### src/rtl/keypad_matrix_scan.sv
// keypad_matrix_scan: ROWS x COLS keypad scanner with prescaled scan tick, N-sample press/release
// debounce and held/multi-key status. Define KEYPAD_REPEAT_EN to enable key_valid auto-repeat.
module keypad_matrix_scan #(
   parameter int TICK_DIV    = 12500,
   parameter int ROWS        = 4,
   parameter int COLS        = 3,
   parameter int DEBOUNCE    = 4,
   parameter int REPEAT_DLY  = 50,
   parameter int REPEAT_RATE = 10,
   localparam int CW = (ROWS * COLS > 1) ? $clog2(ROWS * COLS) : 1
) (
   input  logic            clk,
   input  logic            rst,
   input  logic [ROWS-1:0] key_row,
   output logic [COLS-1:0] key_col,
   output logic [CW-1:0]   key_code,
   output logic            key_valid,
   output logic            key_held,
   output logic            key_multi
);
   localparam int PW  = $clog2(TICK_DIV);
   localparam int DW  = $clog2(DEBOUNCE + 1);
   localparam int CIW = (COLS > 1) ? $clog2(COLS) : 1;
   localparam int RIW = (ROWS > 1) ? $clog2(ROWS) : 1;
`ifdef KEYPAD_REPEAT_EN
   localparam int RW  = $clog2(((REPEAT_DLY > REPEAT_RATE) ? REPEAT_DLY : REPEAT_RATE) + 1);
`endif

   typedef enum logic [1:0] {ST_SCAN, ST_DEBNC, ST_PRESSED, ST_RELEASE} state_e;

   generate
      if (TICK_DIV < 2 || DEBOUNCE < 1 || REPEAT_DLY < 1 || REPEAT_RATE < 1) begin : g_badParams
         $error("keypad_matrix_scan: illegal parameter value");
      end
   endgenerate

   state_e          state_q;
   logic [PW-1:0]   presc_q;
   logic [DW-1:0]   cnt_q;
   logic [ROWS-1:0] pat_q;
   logic [CIW-1:0]  colIdx_q;
   logic [COLS-1:0] keyCol_q;
   logic [CW-1:0]   code_q;
   logic            valid_q;
   logic            held_q;
   logic            multi_q;
`ifdef KEYPAD_REPEAT_EN
   logic [RW-1:0]   rpt_q;
`endif

   logic            tick;
   logic [RIW-1:0]  lowRow;
   logic            multiRow;
   logic            rowsIdle;
   logic            debDone;
   logic            acceptNow;
   logic            releaseNow;
   logic [CIW-1:0]  colIdx_d;
   logic [COLS-1:0] keyCol_d;
   logic [CW-1:0]   code_d;

   assign tick = (presc_q == PW'(TICK_DIV - 1));

   // Lowest-index set row wins the key code when several rows are down together.
   always_comb begin
      lowRow = '0;
      for (int r = ROWS - 1; r >= 0; r--) begin
         if (key_row[r]) lowRow = RIW'(r);
      end
   end

   assign multiRow = ($countones(key_row) > 1);
   assign rowsIdle = (key_row == '0);
   assign debDone  = ((int'(cnt_q) + 1) >= DEBOUNCE);
   assign code_d   = CW'(int'(lowRow) * COLS + int'(colIdx_q));

   // A strobe of all zeros (just after reset) advances straight to column 0.
   assign colIdx_d = (keyCol_q == '0 || int'(colIdx_q) == COLS - 1) ? '0 : colIdx_q + 1'b1;
   assign keyCol_d = COLS'(1) << colIdx_d;

   assign acceptNow  = (state_q == ST_SCAN && keyCol_q != '0 && !rowsIdle && DEBOUNCE == 1) ||
                       (state_q == ST_DEBNC && key_row == pat_q && debDone);
   assign releaseNow = rowsIdle && ((state_q == ST_PRESSED && DEBOUNCE == 1) ||
                                    (state_q == ST_RELEASE && debDone));

   always_ff @(posedge clk or posedge rst) begin
      if (rst) begin
         state_q  <= ST_SCAN;
         presc_q  <= '0;
         cnt_q    <= '0;
         pat_q    <= '0;
         colIdx_q <= '0;
         keyCol_q <= '0;
         code_q   <= '0;
         valid_q  <= 1'b0;
         held_q   <= 1'b0;
         multi_q  <= 1'b0;
`ifdef KEYPAD_REPEAT_EN
         rpt_q    <= '0;
`endif
      end else begin
         valid_q <= 1'b0;
         presc_q <= tick ? '0 : presc_q + 1'b1;
         if (tick) begin
            if (acceptNow) begin
               state_q <= ST_PRESSED;
               code_q  <= code_d;
               multi_q <= multiRow;
               held_q  <= 1'b1;
               valid_q <= 1'b1;
`ifdef KEYPAD_REPEAT_EN
               rpt_q   <= RW'(REPEAT_DLY);
`endif
            end else if (releaseNow) begin
               state_q  <= ST_SCAN;
               held_q   <= 1'b0;
               multi_q  <= 1'b0;
               keyCol_q <= keyCol_d;
               colIdx_q <= colIdx_d;
`ifdef KEYPAD_REPEAT_EN
               rpt_q    <= '0;
`endif
            end else begin
               case (state_q)
                  ST_SCAN: begin
                     if (keyCol_q != '0 && !rowsIdle) begin
                        pat_q   <= key_row;
                        cnt_q   <= DW'(1);
                        state_q <= ST_DEBNC;
                     end else begin
                        keyCol_q <= keyCol_d;
                        colIdx_q <= colIdx_d;
                     end
                  end
                  ST_DEBNC: begin
                     if (key_row == pat_q) begin
                        cnt_q <= cnt_q + 1'b1;
                     end else begin
                        state_q  <= ST_SCAN;
                        keyCol_q <= keyCol_d;
                        colIdx_q <= colIdx_d;
                     end
                  end
                  ST_PRESSED: begin
                     if (rowsIdle) begin
                        cnt_q   <= DW'(1);
                        state_q <= ST_RELEASE;
`ifdef KEYPAD_REPEAT_EN
                        rpt_q   <= '0;
                     end else if (rpt_q == RW'(1)) begin
                        valid_q <= 1'b1;
                        rpt_q   <= RW'(REPEAT_RATE);
                     end else if (rpt_q != '0) begin
                        rpt_q <= rpt_q - 1'b1;
`endif
                     end
                  end
                  ST_RELEASE: begin
                     if (!rowsIdle) begin
                        state_q <= ST_PRESSED;
`ifdef KEYPAD_REPEAT_EN
                        rpt_q   <= RW'(REPEAT_DLY);
`endif
                     end else begin
                        cnt_q <= cnt_q + 1'b1;
                     end
                  end
                  default: state_q <= ST_SCAN;
               endcase
            end
         end
      end
   end

   assign key_col   = keyCol_q;
   assign key_code  = code_q;
   assign key_valid = valid_q;
   assign key_held  = held_q;
   assign key_multi = multi_q;

endmodule

### config.mk
export PLATFORM = sky130hd
export DESIGN_NAME = keypad_matrix_scan
export DESIGN_NICKNAME = d
export VERILOG_FILES = /design/src/rtl/keypad_matrix_scan.sv
export SDC_FILE = /design/constraint.sdc
export NUM_CORES = 1
export LEC_CHECK = 0
export CORE_ASPECT_RATIO = 1.25
export CORE_UTILIZATION = 40
export CTS_BUF_LIST = sky130_fd_sc_hd__clkbuf_4
export CTS_CLUSTER_SIZE = 30
export DETAILED_ROUTE_END_ITERATION = 8
export GPL_TIMING_DRIVEN = 0
export PLACE_DENSITY = 0.65
export RECOVER_POWER = 100
export SYNTH_ARGS = -nofsm -noshare
export SYNTH_HDL_FRONTEND = slang
export SYNTH_SLANG_ARGS = --single-unit
### constraint.sdc
create_clock -name clk -period 2.47 [get_ports clk]
set_input_delay 0.494 -clock clk [delete_from_list [all_inputs] [get_ports clk]]
set_output_delay 0.494 -clock clk [all_outputs]
set_load 0.02 [all_outputs]
==> metrics.md <==
| Metric | Value |
|---|---|
| Status | `finished, final reports clean` |
| Main area contributors after synthesis | `dfrtp_1 (47%), mux2_2 (7.3%), xor2_1 (4.7%), ha_1 (4.1%), fa_1 (3.2%)` |
| Area delta synth->final | `15.9%` |
| CTS Buf Count | `5` |
| Commonest cells after routing, fill and taps aside | `dfrtp_1 (35), mux2_2 (12), inv_1 (11), dlygate4sd3_1 (11)` |
| Layout cells sized above 1 | `18.5%` |
| Gr ovfl total | `0` |
| Io pins | `16` |
| Post-placement cell area | `0.00207 mm²` |
| Net Count, Synth | `181` |
| Post-route design area | `0.00215 mm²` |
| Placement Rows | `27` |
| Clk_skew | `10.1 ps` |
| DR vias | `1250` |
| Worst Setup SP | `key_row[0]` |
| Antenna viol nets, final | `0` |
| Final core utilization | `48.5%` |
| Setup bufs post-CTS | `0` |
| Max Clock Freq | `414 MHz` |
| Clk root buf | `clkbuf_4` |
| Final Hold Vio Count | `0` |
| Placeable Area | `0.00443 mm²` |
| Die H | `78.1 µm` |
| CP max FO | `5` |
| CP Class | `in -> reg` |
| Min Tclk post-route | `2420 ps` |
| Share of Yosys cell area claimed by the top area cell type | `47.3%` |
| Cts-stage hold buffer count | `0` |
| Flip-flop and latch area | `876 µm²` |
| CTS sink cnt | `35` |
| Required time of the critical path | `2710 ps` |
| Final Setup Violations | `0` |
| Reg2reg start | `presc_q[9]` |
| Seq cells post-synth | `35` |
| Reg2reg setup slack | `150 ps` |
| Synth area leader | `dfrtp_1` |
| Startpoint Class | `input port` |
| Total Routing Usage GR | `15.5%` |
| Post-Route WL | `3230 µm` |
| Footprint of the multi-input gates | `947 µm²` |
| Yosys warning count | `0` |
| Filler Cells Inserted | `417` |
| Die W | `62.9 µm` |
| Rel. slew slack | `14.5%` |
| Post-Synthesis Cells | `166` |
| Post-synthesis cell area | `0.00185 mm²` |
| CTS tree | `done` |
| Worst setup EP type | `flip-flop` |
| Die area | `0.00491 mm²` |
| Placer congestion estimate | `0.781` |
| Starting Density | `41.8%` |
| Final worst-path cycle share | `97.8%` |
| Reg clk slew, reported paths | `110 ps` |
| Pre-Repair DR Iteration Count | `4` |
| Slew @ Worst Pin | `1280 ps` |
| Maximum vdd drop | `253 µV` |
| # DRC | `0` |
| Worst hold path class | `reg -> reg` |
| Worst setup margin | `53.9 ps` |
| IO Port Bufs | `15` |
| DPL Wire Length | `2480 µm` |
| First-pass GRT wire length | `5860 µm` |
| Critical Path AT | `2650 ps` |
| WL/cell | `13.1 µm` |
| Inserted Diodes | `0` |
| Pwr Density | `441 mW/mm²` |
| Vias per inst | `5.06` |
| Seq/Total Area, Yosys | `47.3%` |
| Place WS | `-641 ps` |
| Synth unique cells | `44` |
| Initial antenna violation count | `0` |
| First DRT Iteration DRCs | `16` |
| Worst skew pair latency | `340 ps` |
| # Max-Cap Violations | `0` |
| Layout net count | `203` |
| H-tree Lvls | `2` |
| Clock Tree Buf Depth | `2` |
| Number of global-route vias before repair | `1313` |
| Commonest non-fill, non-tap cell in the layout | `dfrtp_1` |
| Largest net degree at the start of global routing | `36` |
| Hold_sp | `presc_q[5]` |
| Total negative slack | `0 ps` |
| Leak pwr | `1.03 nW` |
| Slew Limit Fails | `0` |
| Syn avg cell area | `11.2 µm²` |
[final timing paths]
| kind | end | depth (start not counted) |
|---|---|---|
| setup / recovery | key_code[2] | 7 |
| hold / removal | presc_q[5] | 1 |
| setup reg to reg | pat_q[1] | 4 |
| hold reg to reg | presc_q[5] | 1 |
| max in group asynchronous | presc_q[1] | 2 |
| min in group asynchronous | key_col[2] | 2 |
[registers in the layout, summed over array words and instances, names as in the netlist]
register / cells
pat_q: 4
key_held: 1
state_q: 2
colIdx_q: 2
key_valid: 1
cnt_q: 3
key_code: 4
key_col: 3
presc_q: 14
key_multi: 1
[layout make-up]
type / instances / area share (%)
flip-flops and latches: 35 / 40.8
multi-input cells: 117 / 44.1
clock inverters: 3 / 0.699
plain buffers: 3 / 0.699
well taps: 58 / 3.38
inverters: 11 / 1.92
clock buffers: 5 / 1.75
repair buffers: 15 / 6.64
[cells in the mapped netlist, drive strengths merged]
master  number
xnor2        4
nand3       10
dfrtp       35
a211o        1
fa           3
nand4        1
nor3         3
a21o         3
and4         1
mux2i        3
a21oi        2
o21bai       1
nand3b       1
xor2        10
o21ai        8
or4b         1
a211oi       2
nor4         2
and3         3
a21boi       1
nor4b        1
mux2        13
or3          3
a21bo        2
or4          2
nand2        9
nor3b        2
nor2b        3
ha           6
nand2b       2
inv         11
o21a         1
nor2        11
or2          1
and2         1
buf          1
clkbuf       2
[report_power, final]
group / internal [mW] / switching, mW / leakage, nW
clock network: 0.106 / 0.191 / 0.0347
registers: 0.579 / 0.00376 / 0.450
logic: 0.0267 / 0.0392 / 0.543
total: 0.712 / 0.234 / 1.03
[repair_timing]
action,4_1_cts,5_1_grt
gates resized for setup,5,7
pin swaps,1,2
endpoints found under the setup margin,13,9
[critical path: stages]
cell and delay (ps):
dlygate4sd2_1 310, or3_4 420, fa_1 480, inv_1 50
ha_1 200, fa_1 430, mux2_2 270
[cell families (layout without fill, tap and decap cells)]
kind of cell    count (synthesis)  after routing  synth area share, %
simple gates                   57             57                 18.2
buf+inv                        14             37                 3.04
xor+xnor                       14             14                 6.62
flops                          35             35                 47.3
fa+ha+maj                       9              9                 7.30
mux                            16             16                 9.53
compound gates                 21             21                 7.97
[layer usage]
layer	share of wire, %	GRT usage, %	wire length (µm)	vias up
li1	-	-	-	622
met1	41	17.2	1340	606
met2	53	27.9	1720	17
met3	3.3	3.92	105	5
met4	1.8	6.28	59	0
met5	0	0	0	-
[metrics by stage]
stage / std cells / power [mW] / hold slack, ps
after global placement: 239 / 0.659 / 479
after CTS: 247 / 0.958 / 504
final: 247 / 0.946 / 497
after floorplan: 166 / 0.635 / 460
after detailed placement: 239 / 0.662 / 487
after global routing: 247 / 0.991 / 517
No activity file was read; power rests on OpenSTA's default activity.
